**config.mk**
```make
export PLATFORM = sky130hd
export DESIGN_NAME = if_id_skid
export DESIGN_NICKNAME = d
export VERILOG_FILES = /design/src/rtl/if_id_pkg.sv /design/src/rtl/if_id_entry.sv /design/src/rtl/if_id_skid.sv
export SDC_FILE = /design/constraint.sdc
export NUM_CORES = 1
export LEC_CHECK = 0
export BUFFER_PORTS_ARGS = -buffer_cell sky130_fd_sc_hd__buf_4
export CORE_MARGIN = 3
export CORE_UTILIZATION = 50
export CTS_BUF_LIST = sky130_fd_sc_hd__clkbuf_4 sky130_fd_sc_hd__clkbuf_8 sky130_fd_sc_hd__clkbuf_16
export CTS_CLUSTER_SIZE = 12
export DETAILED_ROUTE_END_ITERATION = 10
export PLACE_DENSITY = 0.76
export SYNTH_ARGS = -nofsm -noshare
export SYNTH_HDL_FRONTEND = slang
export SYNTH_SLANG_ARGS = --single-unit
```
**constraint.sdc**
```tcl
create_clock -name clk -period 4.21 [get_ports clk]
set_input_delay 0.2105 -clock clk [delete_from_list [all_inputs] [get_ports clk]]
set_output_delay 0.2105 -clock clk [all_outputs]
set_load 0.005 [all_outputs]
```
**src/rtl/if_id_pkg.sv**
```systemverilog
// Shared constants for the IF/ID skid buffer: default widths, the NOP
// instruction and the occupancy encodings.
package if_id_pkg;

  localparam int          PC_W_DEF      = 16;
  localparam int          INSTR_W_DEF   = 16;
  localparam logic [15:0] NOP_INSTR_DEF = 16'h0800;

  typedef enum logic [1:0] {
    OCC_EMPTY = 2'd0,
    OCC_ONE   = 2'd1,
    OCC_FULL  = 2'd2
  } occ_e;

  // The buffer state is the pair of valid bits; (main=0, skid=1) is unreachable.
  function automatic occ_e occ_of(input logic main_valid, input logic skid_valid);
    occ_e occ;
    occ = OCC_EMPTY;
    if (main_valid && skid_valid) occ = OCC_FULL;
    else if (main_valid)          occ = OCC_ONE;
    return occ;
  endfunction

endpackage

```
**src/rtl/if_id_entry.sv**
```systemverilog
// One buffer slot: valid + PC + instruction with load enable and clear.
// Reset and clear both restore valid=0, PC=0, instruction=NOP.
module if_id_entry
  import if_id_pkg::*;
#(
  parameter int                 PC_W      = PC_W_DEF,
  parameter int                 INSTR_W   = INSTR_W_DEF,
  parameter logic [INSTR_W-1:0] NOP_INSTR = INSTR_W'(NOP_INSTR_DEF)
) (
  input  logic               clk,
  input  logic               rst,
  input  logic               clr,
  input  logic               load,
  input  logic               d_valid,
  input  logic [PC_W-1:0]    d_pc,
  input  logic [INSTR_W-1:0] d_instr,
  output logic               valid,
  output logic [PC_W-1:0]    pc,
  output logic [INSTR_W-1:0] instr
);

  logic               valid_q, valid_d;
  logic [PC_W-1:0]    pc_q, pc_d;
  logic [INSTR_W-1:0] instr_q, instr_d;

  always_comb begin
    valid_d = valid_q;
    pc_d    = pc_q;
    instr_d = instr_q;
    if (clr) begin
      valid_d = 1'b0;
      pc_d    = '0;
      instr_d = NOP_INSTR;
    end else if (load) begin
      valid_d = d_valid;
      pc_d    = d_pc;
      instr_d = d_instr;
    end
  end

  always_ff @(posedge clk) begin
    if (rst) begin
      valid_q <= 1'b0;
      pc_q    <= '0;
      instr_q <= NOP_INSTR;
    end else begin
      valid_q <= valid_d;
      pc_q    <= pc_d;
      instr_q <= instr_d;
    end
  end

  assign valid = valid_q;
  assign pc    = pc_q;
  assign instr = instr_q;

endmodule

```
**src/rtl/if_id_skid.sv**
```systemverilog
// Two-entry skid buffer between fetch and decode. Optional decode-stall
// counter output stall_cnt is enabled by defining IF_ID_STALL_CNT_EN.
module if_id_skid
  import if_id_pkg::*;
#(
  parameter int                 INSTR_W   = INSTR_W_DEF,
  parameter int                 PC_W      = PC_W_DEF,
  parameter logic [INSTR_W-1:0] NOP_INSTR = INSTR_W'(NOP_INSTR_DEF)
) (
  input  logic               clk,
  input  logic               rst,
  input  logic               flush,
  input  logic               in_valid,
  output logic               in_ready,
  input  logic [PC_W-1:0]    in_pc,
  input  logic [INSTR_W-1:0] in_instr,
  output logic               out_valid,
  input  logic               out_ready,
  output logic [PC_W-1:0]    out_pc,
  output logic [INSTR_W-1:0] out_instr,
  output logic [1:0]         occupancy
`ifdef IF_ID_STALL_CNT_EN
  ,
  output logic [15:0]        stall_cnt
`endif
);

  logic               main_valid, skid_valid;
  logic [PC_W-1:0]    main_pc, skid_pc;
  logic [INSTR_W-1:0] main_instr, skid_instr;

  logic               main_load, main_clr, main_from_skid;
  logic               skid_load, skid_clr;
  logic [PC_W-1:0]    main_d_pc;
  logic [INSTR_W-1:0] main_d_instr;
  logic               push, pop;
  occ_e               occ;

  // Handshake: a beat transfers on a side only in a cycle where both valid
  // and ready are high at the rising edge. in_ready depends on state alone,
  // so there is no combinational path from out_ready back to fetch.
  assign occ      = occ_of(main_valid, skid_valid);
  assign in_ready = !skid_valid;
  assign push     = in_valid && in_ready;
  assign pop      = main_valid && out_ready;

  always_comb begin
    main_load      = 1'b0;
    main_clr       = 1'b0;
    main_from_skid = 1'b0;
    skid_load      = 1'b0;
    skid_clr       = 1'b0;
    if (flush) begin
      main_clr = 1'b1;
      skid_clr = 1'b1;
    end else begin
      case (occ)
        OCC_EMPTY: main_load = push;
        OCC_ONE: begin
          if (pop) begin
            if (push) main_load = 1'b1;
            else      main_clr  = 1'b1;
          end else if (push) begin
            skid_load = 1'b1;
          end
        end
        OCC_FULL: begin
          if (pop) begin
            main_load      = 1'b1;
            main_from_skid = 1'b1;
            skid_clr       = 1'b1;
          end
        end
        default: begin
          main_clr = 1'b1;
          skid_clr = 1'b1;
        end
      endcase
    end
  end

  assign main_d_pc    = main_from_skid ? skid_pc    : in_pc;
  assign main_d_instr = main_from_skid ? skid_instr : in_instr;

  if_id_entry #(.PC_W(PC_W), .INSTR_W(INSTR_W), .NOP_INSTR(NOP_INSTR)) u_main (
    .clk     (clk),
    .rst     (rst),
    .clr     (main_clr),
    .load    (main_load),
    .d_valid (1'b1),
    .d_pc    (main_d_pc),
    .d_instr (main_d_instr),
    .valid   (main_valid),
    .pc      (main_pc),
    .instr   (main_instr)
  );

  if_id_entry #(.PC_W(PC_W), .INSTR_W(INSTR_W), .NOP_INSTR(NOP_INSTR)) u_skid (
    .clk     (clk),
    .rst     (rst),
    .clr     (skid_clr),
    .load    (skid_load),
    .d_valid (1'b1),
    .d_pc    (in_pc),
    .d_instr (in_instr),
    .valid   (skid_valid),
    .pc      (skid_pc),
    .instr   (skid_instr)
  );

  assign out_valid = main_valid;
  assign out_pc    = main_valid ? main_pc    : '0;
  assign out_instr = main_valid ? main_instr : NOP_INSTR;
  assign occupancy = occ;

`ifdef IF_ID_STALL_CNT_EN
  logic [15:0] stall_cnt_q, stall_cnt_d;

  // Counts decode-stall cycles; saturates and survives flush.
  always_comb begin
    stall_cnt_d = stall_cnt_q;
    if (main_valid && !out_ready && stall_cnt_q != 16'hFFFF)
      stall_cnt_d = stall_cnt_q + 16'd1;
  end

  always_ff @(posedge clk) begin
    if (rst) stall_cnt_q <= '0;
    else     stall_cnt_q <= stall_cnt_d;
  end

  assign stall_cnt = stall_cnt_q;
`endif

endmodule

```
* Word-level counts from Yosys, hierarchy flattened
Index checks and enable logic that the tools add are counted.
** Word-level totals
- Memories :: 0
- Memory bits (writable) :: 0
- Bits of input ports :: 37
- Output and inout port bits :: 36
- Register bits after elaboration :: 66
- Latch bits :: 0
- Bits in read-only memories :: 0
** Cells by class
- Reductions and logical operators :: 9
- Divide/modulo/power cells :: 0
- Shifts and indexed selects :: 0
- Eq/ne operators :: 2
- Add/subtract/negate cells :: 0
- Bitwise gates (word level) :: 0
- Multiplexer cells :: 22
- $mul :: 0
- Order comparisons :: 0
** Operator list (number)
- $mux 16 :: 4
- $mux 1 :: 14
- $reduce_or 2->1 :: 4
- $pmux 1 s2 :: 2
- $logic_and 1x1->1 :: 3
- $pmux 1 s3 :: 1
- $eq 2x1->1 const B :: 1
- $eq 2x2->1 const B :: 1
- $logic_not 2->1 :: 1
- $mux 2 :: 1
- $logic_not 1->1 :: 1

* Logic depth before layout (Yosys ltp)
- Depth in word-level cells :: 7
- Gate-level depth with buffers :: 7
- Depth with buffers taken out :: 4

* Modules after synthesis
Synthesis repeated with hierarchy kept, for this count alone.
** Unflattened totals
- Cell total of the unflattened synthesis :: 300
- Area total of the unflattened synthesis :: 3224.3 sq um
** Modules (own cells, without submodules)
- if_id_entry :: cells an instance 108, area an instance 1204.9 sq um, times used 2
- if_id_skid :: cells an instance 84, area an instance 814.5 sq um, times used 1

* Worst setup path after synthesis
No wires, ideal clock.
- Path kind :: register -> register
- From :: register u_main.valid_q, in the netlist u_main.valid
- To :: register u_main.instr_q[0], in the netlist u_main.instr[0]
- Arrival time :: 1.383 ns
- Required time :: 4.084 ns
- Slack :: 2.702 ns
- Cell stages (with the launch flop) :: 6
- Period minus slack after synthesis :: 1.508 ns
- Buffers on the path :: 2
- Library setup time :: 0.126 ns
- Cells stage by stage :: dfxtp_1 > buf_6 > or2_1 > a211oi_4 > buf_2 > a31oi_1
** On the way
- Cells in the longest elaborated chain, start to end :: 7
- Elaborated cells between the ends (all ways) :: 19
** Ends and longest elaborated chain
- from (decl) :: RTL line if_id_entry.sv:22 : logic valid_q, valid_d;
- from (signal assigned) :: RTL line if_id_entry.sv:47 : valid_q <= valid_d;
- $mux 1 / $logic_and 1x1->1 (equally long branches) :: RTL line if_id_pkg.sv:20, if_id_pkg.sv:19
- $mux 2 :: RTL line if_id_pkg.sv:19 : if (main_valid && skid_valid) occ = OCC_FULL;
- $eq 2x2->1 / $logic_not 2->1 (equally long branches) :: RTL line if_id_skid.sv:57 : case (occ)
- $reduce_or 2->1 (no source line)
- $pmux 1 s2 :: RTL line if_id_skid.sv:57
- $mux 1 :: RTL line if_id_skid.sv:53 : if (flush) begin
- $reduce_or 2->1 (no source line)
- to (signal assigned) :: RTL line if_id_entry.sv:49 : instr_q <= instr_d;
- to (decl) :: RTL line if_id_entry.sv:24 : logic [INSTR_W-1:0] instr_q, instr_d;
Several ways; a longest one is shown, not always the timed one.
A chain may end at the register's enable or synchronous reset.

* Worst setup path after layout
- From :: register u_main.valid_q, in the netlist u_main.valid
- To :: register u_main.pc_q[0], in the netlist u_main.pc[0]
** On the way
- Cells in the longest elaborated chain, start to end :: 7
- Elaborated cells between the ends (all ways) :: 19
** Ends and longest elaborated chain
- $mux 1 / $logic_and 1x1->1 (equally long branches) :: RTL line if_id_pkg.sv:20, if_id_pkg.sv:19
- $mux 2 :: RTL line if_id_pkg.sv:19
- $eq 2x2->1 / $logic_not 2->1 (equally long branches) :: RTL line if_id_skid.sv:57
- $reduce_or 2->1 (no source line)
- $pmux 1 s2 :: RTL line if_id_skid.sv:57
- $mux 1 :: RTL line if_id_skid.sv:53
- $reduce_or 2->1 (no source line)
- to (signal assigned) :: RTL line if_id_entry.sv:48 : pc_q <= pc_d;
- to (decl) :: RTL line if_id_entry.sv:23 : logic [PC_W-1:0] pc_q, pc_d;
Several ways; a longest one is shown, not always the timed one.

==> impl_metrics.ini <==
[outcome]
status = complete, no violations

[setup_path]
critical_path.slowest_cell = sky130_fd_sc_hd__dfxtp_1
worst_path_dominant_cell_family = compound AO/OA/AOI/OAI gates
worst_path_largest_cell_delay_ps = 1060
arrival_ps = 3110
timing.critical_path.to_type = flip-flop
critPathBufInv = 1
critical_path_class = reg2reg
timing.critical_path.required_ps = 4460
critical_path_cell_by_cell = nand2_1, a211oi_4, buf_4, o21ai_0, a31oi_1
start_kind = flip-flop
critPathMaxFanout = 39

[cts]
tritoncts.num_buffers = 9
worst_setup_hold_path_clk_slew_ps = 70
cts.repair.resized = 0
cts_root_buffer = sky130_fd_sc_hd__clkbuf_8
postCtsSetupBuffers = 0
insertion_delay_ps = 330
max_clock_buf_depth = 2
cts.hold.buffers_added = 0
clock_sink_count = 66
htree_num_levels = 3
tritoncts = yes

[place]
dpl.hpwl_um = 4310
dpl_cell_area_um2 = 3320
gp_routability_congestion = 0.759
cell_count_after_placement = 489
io_buffers = 72

[yosys]
share_of_the_synthesized_area_in_compound_gates_ao_oa_aoi_oai_pct = 19.7
mappedNetlistArea_um2 = 2800
cell_variety_after_synth = 24
ys.warnings.count = 0
syn-num-nets = 409
simple_gate_fraction_of_synth_area_pct = 27.0
syn-mean-instance-area_um2 = 7.53
yosys-mux-area-fraction_pct = 0.357
combinational_family_with_the_most_area_after_synthesis = simple AND/OR/NAND/NOR gates
post_synth_xor_area_fraction_pct = 0
synth-seq-cells = 66
synthAdderAreaFrac_pct = 0
synthCells = 372
synth-seq-area-share_pct = 47.2

[drt]
postRouteAntennaNets = 0
viasPerCell = 5.20
detail_route.wirelength_um = 6850
post-route-drc-count = 0
drtIter0Drc = 168
vias = 2621
wl_per_cell_um = 13.6
detailedRoute.firstPassIterationCount = 4

[global_route]
grt_overflow_total = 0
grt_pass1_wl_um = 11200
grt_usage_pct = 22.1
grt_max_degree = 40
grt_pass1_vias = 2352
antenna_violations_before_repair = 0

[die]
die_x_um = 80.9
row_count = 26
fp.dieH_um = 80.9
area_of_the_die_um2 = 6540
floorplan.initialDensity_pct = 53.2
placeableCoreArea_um2 = 5270
design.portCount = 73

[sta]
layout_worst_path_cycle_share_pct = 67.8
finalHoldViolations = 0
maxSlewHeadroom_pct = 19.2
maxSlewViolCount = 0
fin_skew_ps = 8.12
setup_violations = 0
fin_worst_hold_slack_ps = 110
rsz0062_at_grt = no
worst_pin_slew_ps = 1210
period_needed_ps = 2860
tns_ps = 0
fmax_mhz = 350

[power_and_ir_drop]
power.ir.vdd_worst_mv = 0.283
p_leak_nw = 1.45
power_density_nw_per_um2 = 374

[flow_run]
max_cap_violations = 0

[final_layout]
layout.cell_area.non_filler_um2 = 3550
fin_nets = 467
final_cell_mix = sky130_fd_sc_hd__nand2_1 (128), sky130_fd_sc_hd__buf_4 (77), sky130_fd_sc_hd__dfxtp_1 (66)
stdcell_count = 504
num_antenna_cells = 0
area_overhead_vs_synth_pct = 26.8
final_common_cell = sky130_fd_sc_hd__nand2_1
post_route_cells_drive_above_1_share_pct = 22.1

[hold_path]
hold_class = in2reg
==> per-layer routing <==
metal | global-route usage [%] | up-vias | wire [um]
met2 | 37.3 | 67 | 3520
met1 | 28.1 | 1198 | 2920
met4 | 8.11 | 0 | 80
met5 | 0 | - | 0
met3 | 3.88 | 9 | 324
li1 | - | 1347 | -
==> kinds of logic (layout without fill, tap and decap cells) <==
kind of cell / count (synthesis) / count (layout)
buffers and inverters: 33 / 95
AND/OR/NAND/NOR: 174 / 174
multiplexers: 1 / 1
AO/OA/AOI/OAI: 98 / 98
flip-flops: 66 / 66
==> worst min-delay path: cells and delay by family <==
family                 cells  cell delay (ps)
and+or+nand+nor            2              110
buffers and inverters      1               80
==> worst paths after layout <==
check | startpoint | endpoint | slack, ps | cells past startpoint
worst max register to register | u_main.valid$_SDFFE_PP0P_ | u_main.pc[0]$_SDFFE_PP0P_ | 1350 | 5
worst max-delay path | u_main.valid$_SDFFE_PP0P_ | u_main.pc[0]$_SDFFE_PP0P_ | 1350 | 5
worst min register to register | u_skid.instr[9]$_SDFFE_PP0P_ | u_skid.instr[9]$_SDFFE_PP0P_ | 450 | 2
worst min-delay path | rst | u_skid.instr[11]$_SDFFE_PP1P_ | 110 | 3
==> per-stage QoR <==
stage / utilization (%) / power, mW / worst slack [ps]
after floorplan: - / 0.701 / 2700
after global placement: 63.1 / 0.741 / 1540
after detailed placement: 63.1 / 0.743 / 1440
after CTS: 67.4 / 1.34 / 1360
after global routing: 67.4 / 1.38 / 1140
final: 67.4 / 1.33 / 1350
==> state kept, by name, indices dropped and copies added (netlist names) <==
| signal | count |
|---|---|
| u_main.valid | 1 |
| u_skid.pc | 16 |
| u_skid.instr | 16 |
| u_main.pc | 16 |
| u_skid.valid | 1 |
| u_main.instr | 16 |
==> report_power, final <==
| group | total [mW] | switching [mW] | internal (mW) |
|---|---|---|---|
| Sequential | 0.644 | 0.00829 | 0.636 |
| Clock | 0.600 | 0.223 | 0.376 |
| Combinational | 0.0848 | 0.0454 | 0.0394 |
==> layout make-up <==
type	instances	area [um^2]
tap	70	87.6
timing repair buffer	77	578
multi-input combinational	273	1330
inverter	3	11.3
clock inverter	2	60.1
clock buffer	13	166
sequential	66	1320
fill	485	1720
==> synth_stat cells <==
master	count	share of area (%)
sky130_fd_sc_hd__a211oi_4	1	0.71
sky130_fd_sc_hd__a21oi_1	32	5.7
sky130_fd_sc_hd__a31oi_1	32	7.1
sky130_fd_sc_hd__and2_1	32	7.1
sky130_fd_sc_hd__buf_2	6	1.1
sky130_fd_sc_hd__buf_6	4	1.6
sky130_fd_sc_hd__clkbuf_1	20	2.7
sky130_fd_sc_hd__dfxtp_1	66	47
sky130_fd_sc_hd__inv_1	3	0.40
sky130_fd_sc_hd__mux2i_1	1	0.36
sky130_fd_sc_hd__nand2_1	128	17
sky130_fd_sc_hd__nand2b_1	3	0.67
sky130_fd_sc_hd__nand3_1	1	0.18
sky130_fd_sc_hd__nand4_1	1	0.22
sky130_fd_sc_hd__nor2_1	4	0.54
sky130_fd_sc_hd__nor3_1	1	0.18
sky130_fd_sc_hd__nor3b_1	1	0.27
sky130_fd_sc_hd__o21a_1	1	0.27
sky130_fd_sc_hd__o21ai_0	3	0.54
sky130_fd_sc_hd__o21ai_1	28	5.0
sky130_fd_sc_hd__o31a_1	1	0.31
sky130_fd_sc_hd__or2_1	1	0.22
sky130_fd_sc_hd__or2_2	1	0.22
sky130_fd_sc_hd__or3_1	1	0.22
(Power assumes the default switching activity.)
